## src/rtl/multdiv_if.sv

```systemverilog
// Start/operand/result signal bundle between the decoder/hazard logic and the multiply/divide engine.
interface multdiv_if #(
  parameter int unsigned WIDTH = 32
);
  logic             ctrl_mult;
  logic             ctrl_div;
  logic [WIDTH-1:0] data_operandA;
  logic [WIDTH-1:0] data_operandB;
  logic [WIDTH-1:0] data_result;
  logic             data_exception;
  logic             data_resultRDY;
  logic             busy;

  modport master (
    output ctrl_mult, ctrl_div, data_operandA, data_operandB,
    input  data_result, data_exception, data_resultRDY, busy
  );

  modport slave (
    input  ctrl_mult, ctrl_div, data_operandA, data_operandB,
    output data_result, data_exception, data_resultRDY, busy
  );
endinterface

```

## src/rtl/multdiv_unit.sv

```systemverilog
// Multicycle signed multiply (shift-add) / divide (restoring) engine, one iteration per cycle,
// with overflow and divide-by-zero reporting alongside a one-cycle result-ready pulse.
module multdiv_unit #(
  parameter int unsigned WIDTH = 32
) (
  input  logic     clock,
  input  logic     reset_n,
  multdiv_if.slave bus
);

  localparam int unsigned PW = 2 * WIDTH;
  localparam int unsigned CW = $clog2(WIDTH);
  localparam logic [CW-1:0]    LAST    = CW'(WIDTH - 1);
  localparam logic [WIDTH-1:0] MIN_INT = {1'b1, {(WIDTH-1){1'b0}}};

  typedef enum logic [1:0] {S_IDLE, S_MULT, S_DIV, S_DONE} state_t;

  state_t           r_state;
  state_t           w_state_nxt;
  logic             w_start_mult;
  logic             w_start_div;
  logic             w_ld_mul;
  logic             w_ld_div;
  logic             w_ld_dz;

  logic [CW-1:0]    r_cnt;
  logic             r_neg;
  logic             r_dz;
  logic             r_div_ovf;
  logic [PW-1:0]    r_mcand;
  logic [WIDTH-1:0] r_mplier;
  logic [PW-1:0]    r_acc;
  logic [WIDTH-1:0] r_quo;
  logic [WIDTH-1:0] r_dvsr;
  logic [WIDTH-1:0] r_rem;
  logic [WIDTH-1:0] r_result;
  logic             r_exc;
  logic             r_rdy;
  logic             r_busy;

  logic [WIDTH-1:0] w_abs_a;
  logic [WIDTH-1:0] w_abs_b;
  logic [PW-1:0]    w_acc_nxt;
  logic [PW-1:0]    w_prod_s;
  logic [WIDTH-1:0] w_mul_res;
  logic             w_mul_ovf;
  logic [WIDTH:0]   w_div_shift;
  logic [WIDTH:0]   w_div_diff;
  logic             w_div_ge;
  logic [WIDTH-1:0] w_quo_nxt;
  logic [WIDTH-1:0] w_rem_nxt;
  logic [WIDTH-1:0] w_div_res;

  // Operand magnitudes; MIN_INT maps to 2^(WIDTH-1), which is still exact as unsigned.
  assign w_abs_a = bus.data_operandA[WIDTH-1] ? (~bus.data_operandA + WIDTH'(1)) : bus.data_operandA;
  assign w_abs_b = bus.data_operandB[WIDTH-1] ? (~bus.data_operandB + WIDTH'(1)) : bus.data_operandB;

  assign w_acc_nxt = r_acc + (r_mplier[0] ? r_mcand : PW'(0));
  assign w_prod_s  = r_neg ? (~w_acc_nxt + PW'(1)) : w_acc_nxt;
  assign w_mul_res = w_prod_s[WIDTH-1:0];
  assign w_mul_ovf = !((&w_prod_s[PW-1:WIDTH-1]) || !(|w_prod_s[PW-1:WIDTH-1]));

  // One restoring-division step: shift in the next dividend bit, subtract if it fits.
  assign w_div_shift = {r_rem, r_quo[WIDTH-1]};
  assign w_div_diff  = w_div_shift - {1'b0, r_dvsr};
  assign w_div_ge    = ~w_div_diff[WIDTH];
  assign w_quo_nxt   = {r_quo[WIDTH-2:0], w_div_ge};
  assign w_rem_nxt   = w_div_ge ? w_div_diff[WIDTH-1:0] : w_div_shift[WIDTH-1:0];
  assign w_div_res   = r_neg ? (~w_quo_nxt + WIDTH'(1)) : w_quo_nxt;

  always_comb begin
    w_state_nxt  = r_state;
    w_start_mult = 1'b0;
    w_start_div  = 1'b0;
    w_ld_mul     = 1'b0;
    w_ld_div     = 1'b0;
    w_ld_dz      = 1'b0;
    case (r_state)
      S_IDLE: begin
        if (bus.ctrl_mult && !bus.ctrl_div) begin
          w_start_mult = 1'b1;
          w_state_nxt  = S_MULT;
        end else if (bus.ctrl_div && !bus.ctrl_mult) begin
          w_start_div = 1'b1;
          w_state_nxt = S_DIV;
        end
      end
      S_MULT: begin
        if (r_cnt == LAST) begin
          w_ld_mul    = 1'b1;
          w_state_nxt = S_DONE;
        end
      end
      S_DIV: begin
        if (r_dz) begin
          w_ld_dz     = 1'b1;
          w_state_nxt = S_DONE;
        end else if (r_cnt == LAST) begin
          w_ld_div    = 1'b1;
          w_state_nxt = S_DONE;
        end
      end
      S_DONE:  w_state_nxt = S_IDLE;
      default: w_state_nxt = S_IDLE;
    endcase
  end

  always_ff @(posedge clock) begin
    if (!reset_n) r_state <= S_IDLE;
    else          r_state <= w_state_nxt;
  end

  // Datapath and registered outputs; result/exception are loaded on the edge entering DONE.
  always_ff @(posedge clock) begin
    if (!reset_n) begin
      r_cnt     <= '0;
      r_neg     <= 1'b0;
      r_dz      <= 1'b0;
      r_div_ovf <= 1'b0;
      r_mcand   <= '0;
      r_mplier  <= '0;
      r_acc     <= '0;
      r_quo     <= '0;
      r_dvsr    <= '0;
      r_rem     <= '0;
      r_result  <= '0;
      r_exc     <= 1'b0;
      r_rdy     <= 1'b0;
      r_busy    <= 1'b0;
    end else begin
      r_busy <= (w_state_nxt != S_IDLE);
      r_rdy  <= (w_state_nxt == S_DONE);

      if (w_start_mult || w_start_div) begin
        r_cnt     <= '0;
        r_neg     <= bus.data_operandA[WIDTH-1] ^ bus.data_operandB[WIDTH-1];
        r_mcand   <= PW'(w_abs_a);
        r_mplier  <= w_abs_b;
        r_acc     <= '0;
        r_quo     <= w_abs_a;
        r_dvsr    <= w_abs_b;
        r_rem     <= '0;
        r_dz      <= w_start_div && (bus.data_operandB == '0);
        r_div_ovf <= w_start_div && (bus.data_operandA == MIN_INT) && (&bus.data_operandB);
      end else if (r_state == S_MULT) begin
        r_cnt    <= r_cnt + CW'(1);
        r_acc    <= w_acc_nxt;
        r_mcand  <= r_mcand << 1;
        r_mplier <= r_mplier >> 1;
      end else if (r_state == S_DIV) begin
        r_cnt <= r_cnt + CW'(1);
        r_rem <= w_rem_nxt;
        r_quo <= w_quo_nxt;
      end

      if (w_ld_mul) begin
        r_result <= w_mul_res;
        r_exc    <= w_mul_ovf;
      end else if (w_ld_div) begin
        r_result <= w_div_res;
        r_exc    <= r_div_ovf;
      end else if (w_ld_dz) begin
        r_result <= '0;
        r_exc    <= 1'b1;
      end
    end
  end

  assign bus.data_result    = r_result;
  assign bus.data_exception = r_exc;
  assign bus.data_resultRDY = r_rdy;
  assign bus.busy           = r_busy;

endmodule

```

## src/flat_wrapper.sv

```systemverilog
// flat-port wrapper written by rule: the top's interface ports become plain ports
module multdiv_unit_flat 
#(
  parameter int unsigned WIDTH = 32
)
  (clock, reset_n, bus_ctrl_mult, bus_ctrl_div, bus_data_operandA, bus_data_operandB, bus_data_result, bus_data_exception, bus_data_resultRDY, bus_busy);
  multdiv_if #(.WIDTH(WIDTH)) bus_i ();
  input  logic clock;
  input  logic reset_n;
  input wire logic [$bits(bus_i.ctrl_mult)-1:0] bus_ctrl_mult;
  input wire logic [$bits(bus_i.ctrl_div)-1:0] bus_ctrl_div;
  input wire logic [$bits(bus_i.data_operandA)-1:0] bus_data_operandA;
  input wire logic [$bits(bus_i.data_operandB)-1:0] bus_data_operandB;
  output wire logic [$bits(bus_i.data_result)-1:0] bus_data_result;
  output wire logic [$bits(bus_i.data_exception)-1:0] bus_data_exception;
  output wire logic [$bits(bus_i.data_resultRDY)-1:0] bus_data_resultRDY;
  output wire logic [$bits(bus_i.busy)-1:0] bus_busy;
  assign bus_i.ctrl_mult = bus_ctrl_mult;
  assign bus_i.ctrl_div = bus_ctrl_div;
  assign bus_i.data_operandA = bus_data_operandA;
  assign bus_i.data_operandB = bus_data_operandB;
  assign bus_data_result = bus_i.data_result;
  assign bus_data_exception = bus_i.data_exception;
  assign bus_data_resultRDY = bus_i.data_resultRDY;
  assign bus_busy = bus_i.busy;
  multdiv_unit #(.WIDTH(WIDTH)) u_core (.clock(clock), .reset_n(reset_n), .bus(bus_i));
endmodule
```

## config.mk

```make
export PLATFORM = sky130hd
export DESIGN_NAME = multdiv_unit_flat
export DESIGN_NICKNAME = d
export VERILOG_FILES = /design/src/rtl/multdiv_if.sv /design/src/rtl/multdiv_unit.sv /design/src/flat_wrapper.sv
export SDC_FILE = /design/constraint.sdc
export NUM_CORES = 1
export LEC_CHECK = 0
export ABC_CLOCK_PERIOD_IN_PS = 5100
export BUFFER_PORTS_ARGS = -buffer_cell sky130_fd_sc_hd__buf_2
export CAP_MARGIN = 20
export CORE_UTILIZATION = 45
export DETAILED_ROUTE_END_ITERATION = 10
export HOLD_SLACK_MARGIN = 0.1
export SYNTH_ARGS = -nofsm -noshare
export SYNTH_HDL_FRONTEND = slang
export SYNTH_SLANG_ARGS = --single-unit
```

## constraint.sdc

```tcl
create_clock -name clock -period 5.1 [get_ports clock]
set_input_delay 0.51 -clock clock [delete_from_list [all_inputs] [get_ports clock]]
set_output_delay 0.51 -clock clock [all_outputs]
set_load 0.01 [all_outputs]
```

==> run_results.csv <==
group,metric,value,unit
drt,drt_iter0_markers,1988,
flow_run,max_cap_viol_count,0,
logic_synthesis,syn_nets,3147,
cts,path_clk_slew,60,ps
setup_path,critPathCaptureType,"flip-flop",
drt,vias,23900,
timing,clock-skew-final,14.7,ps
floorplanning,die_h,226,um
layout,area_growth,26.9,%
hold_path,hold-path-endpoint,"u_core.r_quo[0]",
layout,final_cells,4101,
pwr,powerDensity,324,nW/um2
drt,ant_nets,0,
timing,fin_ws,-248,ps
placement,place_congestion,0.971,
logic_synthesis,yosys_warnings,0,
setup_path,crit_arrival,5800,ps
logic_synthesis,synthTopCellsByCount,"dfxtp_1, nor2_1, a21oi_1, nand2_1, o21ai_0",
hold_path,holdPathStages,3,
floorplanning,io_pins,103,
cts,numCtsBuffers,37,
logic_synthesis,syn_area,22600,um2
cts,clock_sink_count,301,
timing,fmax,187,MHz
setup_path,worst_r2r_path_depth,22,
logic_synthesis,synth_ff_type,"dfxtp_1",
layout,drive_above_1_share,22.9,%
logic_synthesis,synth_most_common_cell,"dfxtp_1",
global_route,grt_pass1_vias,22500,
drt,wl_per_cell,19.3,um
cts,insertion_delay,570,ps
timing,slew_headroom,28.9,%
outcome,violations,"setup timing",
global_route,overflow,0,
cts,cts_root_buf,"clkbuf_16",
pwr,power_leakage,12.2,nW
placement,post-place-ws,-445,ps
timing,min_period_over_period,105,%
floorplanning,num_rows,81,
floorplanning,core,49300,um2
drt,highest_layer,"met5",
logic_synthesis,avgSynthCellArea,7.61,um2
setup_path,cp-start-kind,"flip-flop",
logic_synthesis,async_flop_share,0,%
timing,worst_slew_pin_slew,1070,ps
global_route,grt_max_degree,113,
drt,first_pass_iters,6,
drt,dr_wl_met3,5700,um
layout,fill_cells,4723,
cts,cts_tree,"built",
timing,drv_slew,0,
logic_synthesis,synth_top_area_share,26.6,%
logic_synthesis,synth-seq-area-share,26.6,%
setup_path,r2r_end,"u_core.bus.data_exception",
pwr,vdd_drop_max,0.261,mV
cts,ctsLongestPathBuffers,3,
setup_path,cp.required,5560,ps
drt,remaining_drc_errors,0,
timing,finalSetupViolations,1,
logic_synthesis,yosys-top-cells-area,"dfxtp_1, mux2i_1, a21oi_1, ha_1, xnor2_1",
floorplanning,dieArea,51200,um2
timing,rsz0062_at_grt,"yes",
global_route,grt_pass1_wl,124000,um
hold_path,min_from,"bus_data_operandA[0]",
hold_path,min_path_type,"primary input to flip-flop",
outcome,status,"finished with violations",
drt,route.met2.wl,34600,um
drt,wl,79100,um
logic_synthesis,synth_largest_area_cell,"dfxtp_1",
setup_path,crit_type,"flip-flop to flip-flop",
logic_synthesis,syn_inst,2971,
layout,nNetsFinal,3584,
placement,dp_hpwl,60600,um
cts,htree_levels,2,
timing,fin_crit,5350,ps
logic_synthesis,synth_edf_count,0,
cts,ctsHoldBuffers,0,
drt,viasPerCell,5.82,
global_route,antenna_found_initial,11,
setup_path,cp_max_fo,5,
logic_synthesis,yosysUniqueCellTypes,98,
timing,hold_violations,0,
global_route,globalRouteTotalUtil,30.6,%
drt,wl_met1,37100,um
logic_synthesis,synth.ff_latch_count,301,
setup_path,reg2reg_slack,-250,ps
floorplanning,dieWidth,226,um
setup_path,r2r-start,"u_core.r_mplier[0]",
placement,place_inst,4018,
placement,port_buffers,102,
floorplanning,initial_core_util,45.9,%
-- cell type report --
cell class	instances	area (um2)	area share, %
Multi-Input combinational cell	2384	16000	55.8
Sequential cell	301	6030	21.0
Timing Repair Buffer	588	4200	14.6
Clock buffer	52	1090	3.81
Tap cell	664	831	2.89
Inverter	96	360	1.26
Clock inverter	13	181	0.632
Antenna cell	3	7.51	0.0262
-- through the flow --
step / total power [mW] / util [%] / TNS (ps) / hold slack [ps] / area [um2]
after floorplan: 5.14 / - / 0 / 426 / 22600
after global placement: 6.27 / 54.5 / -1870 / 442 / 26800
after detailed placement: 6.33 / 54.5 / -2310 / 444 / 26800
after CTS: 9.20 / 57.6 / -175 / 268 / 28400
after global routing: 9.82 / 58.3 / -500 / 292 / 28700
final: 9.31 / 58.3 / -248 / 292 / 28700
-- per-layer routing --
| metal | track usage, % | up-vias |
|---|---|---|
| met1 | 43.4 | 11300 |
| met2 | 47.9 | 762 |
| li1 | - | 11700 |
| met5 | 0 | - |
| met4 | 7.96 | 8 |
| met3 | 4.66 | 115 |
-- where the power goes --
part / leakage, nW / internal [mW] / switching (mW)
logic: 9.16 / 1.57 / 2.15
clock network: 0.618 / 1.66 / 1.12
registers: 2.46 / 2.59 / 0.232
total: 12.2 / 5.81 / 3.50
-- logic make-up (layout without fill, tap and decap cells) --
group,after synthesis,in the layout,synth area share [%]
DFF,301,301,26.6
AOI/OAI and AO/OA,884,884,25.2
adders and majority gates,109,109,6.08
and+or+nand+nor,1052,1052,23.1
muxes,153,153,6.82
buffers and inverters,286,749,4.92
other,0,3,0
xor gates and xnor gates,186,186,7.24
-- registers in the layout, summed over array words and instances, names as in the netlist, 2 cells and up --
signal / cells
u_core.r_acc: 64
u_core.r_dvsr: 32
u_core.r_rem: 32
u_core.r_mplier: 32
u_core.r_cnt: 5
u_core.r_quo: 32
u_core.r_mcand: 64
u_core.r_state: 2
u_core.bus.data_result: 32
-- placed cells by master (no fill, tap or decap), types with 17 or more instances in the layout --
master,netlist,final
a211oi_1,25,22
a21o_1,53,52
a21oi_1,272,265
a222oi_1,20,20
a31oi_1,33,32
and2_1,77,76
and3_1,49,49
buf_2,16,102
buf_4,1,482
clkbuf_16,0,38
dfxtp_1,301,297
ha_1,106,102
inv_1,93,93
mux2i_1,144,144
nand2_1,261,257
nand2b_1,28,27
nand3_1,50,48
nand4_1,49,49
nor2_1,281,276
nor3_1,70,68
nor4_1,36,31
o211ai_1,47,47
o21a_1,17,17
o21ai_0,193,186
o31ai_1,55,50
or2_2,19,19
or3_1,45,41
or4_1,21,18
xnor2_1,129,125
xor2_1,56,53
-- worst max path at each step --
stage	from	end	slack, ps
global placement	u_core.r_mplier[0]	u_core.bus.data_exception	-360
finish	u_core.r_mplier[0]	u_core.bus.data_exception	-250
global route	u_core.r_mplier[0]	u_core.bus.data_exception	-430
floorplan	u_core.r_quo[31]	u_core.bus.data_result[30]	20
detailed placement	u_core.r_mplier[0]	u_core.bus.data_exception	-440
CTS	u_core.r_mplier[0]	u_core.bus.data_exception	-170
-- critical path, stage by stage, from the launching register on --
cell and delay [ps]:
dfxtp_2 360, and2_1 130, ha_1 160, inv_1 70, fa_2 350, buf_4 150, nor2b_2 130, o2111ai_1 130
nand3b_1 190, xnor2_2 150, nand4bb_1 160, or3_4 440, nand3b_1 280, or4_4 600, buf_4 160, or3_4 360
o41ai_4 370, xnor2_1 110, buf_4 150, a2111oi_4 330, nand4_1 190, nor4_2 170, a21oi_1 90
-- repair_timing --
item | in CTS | in global routing
buffers inserted | 6 | 9
endpoints found under the setup margin | 8 | 18
gates resized for setup | 47 | 58
pin swaps | 17 | 27
Power figures use the tool's default switching activity.
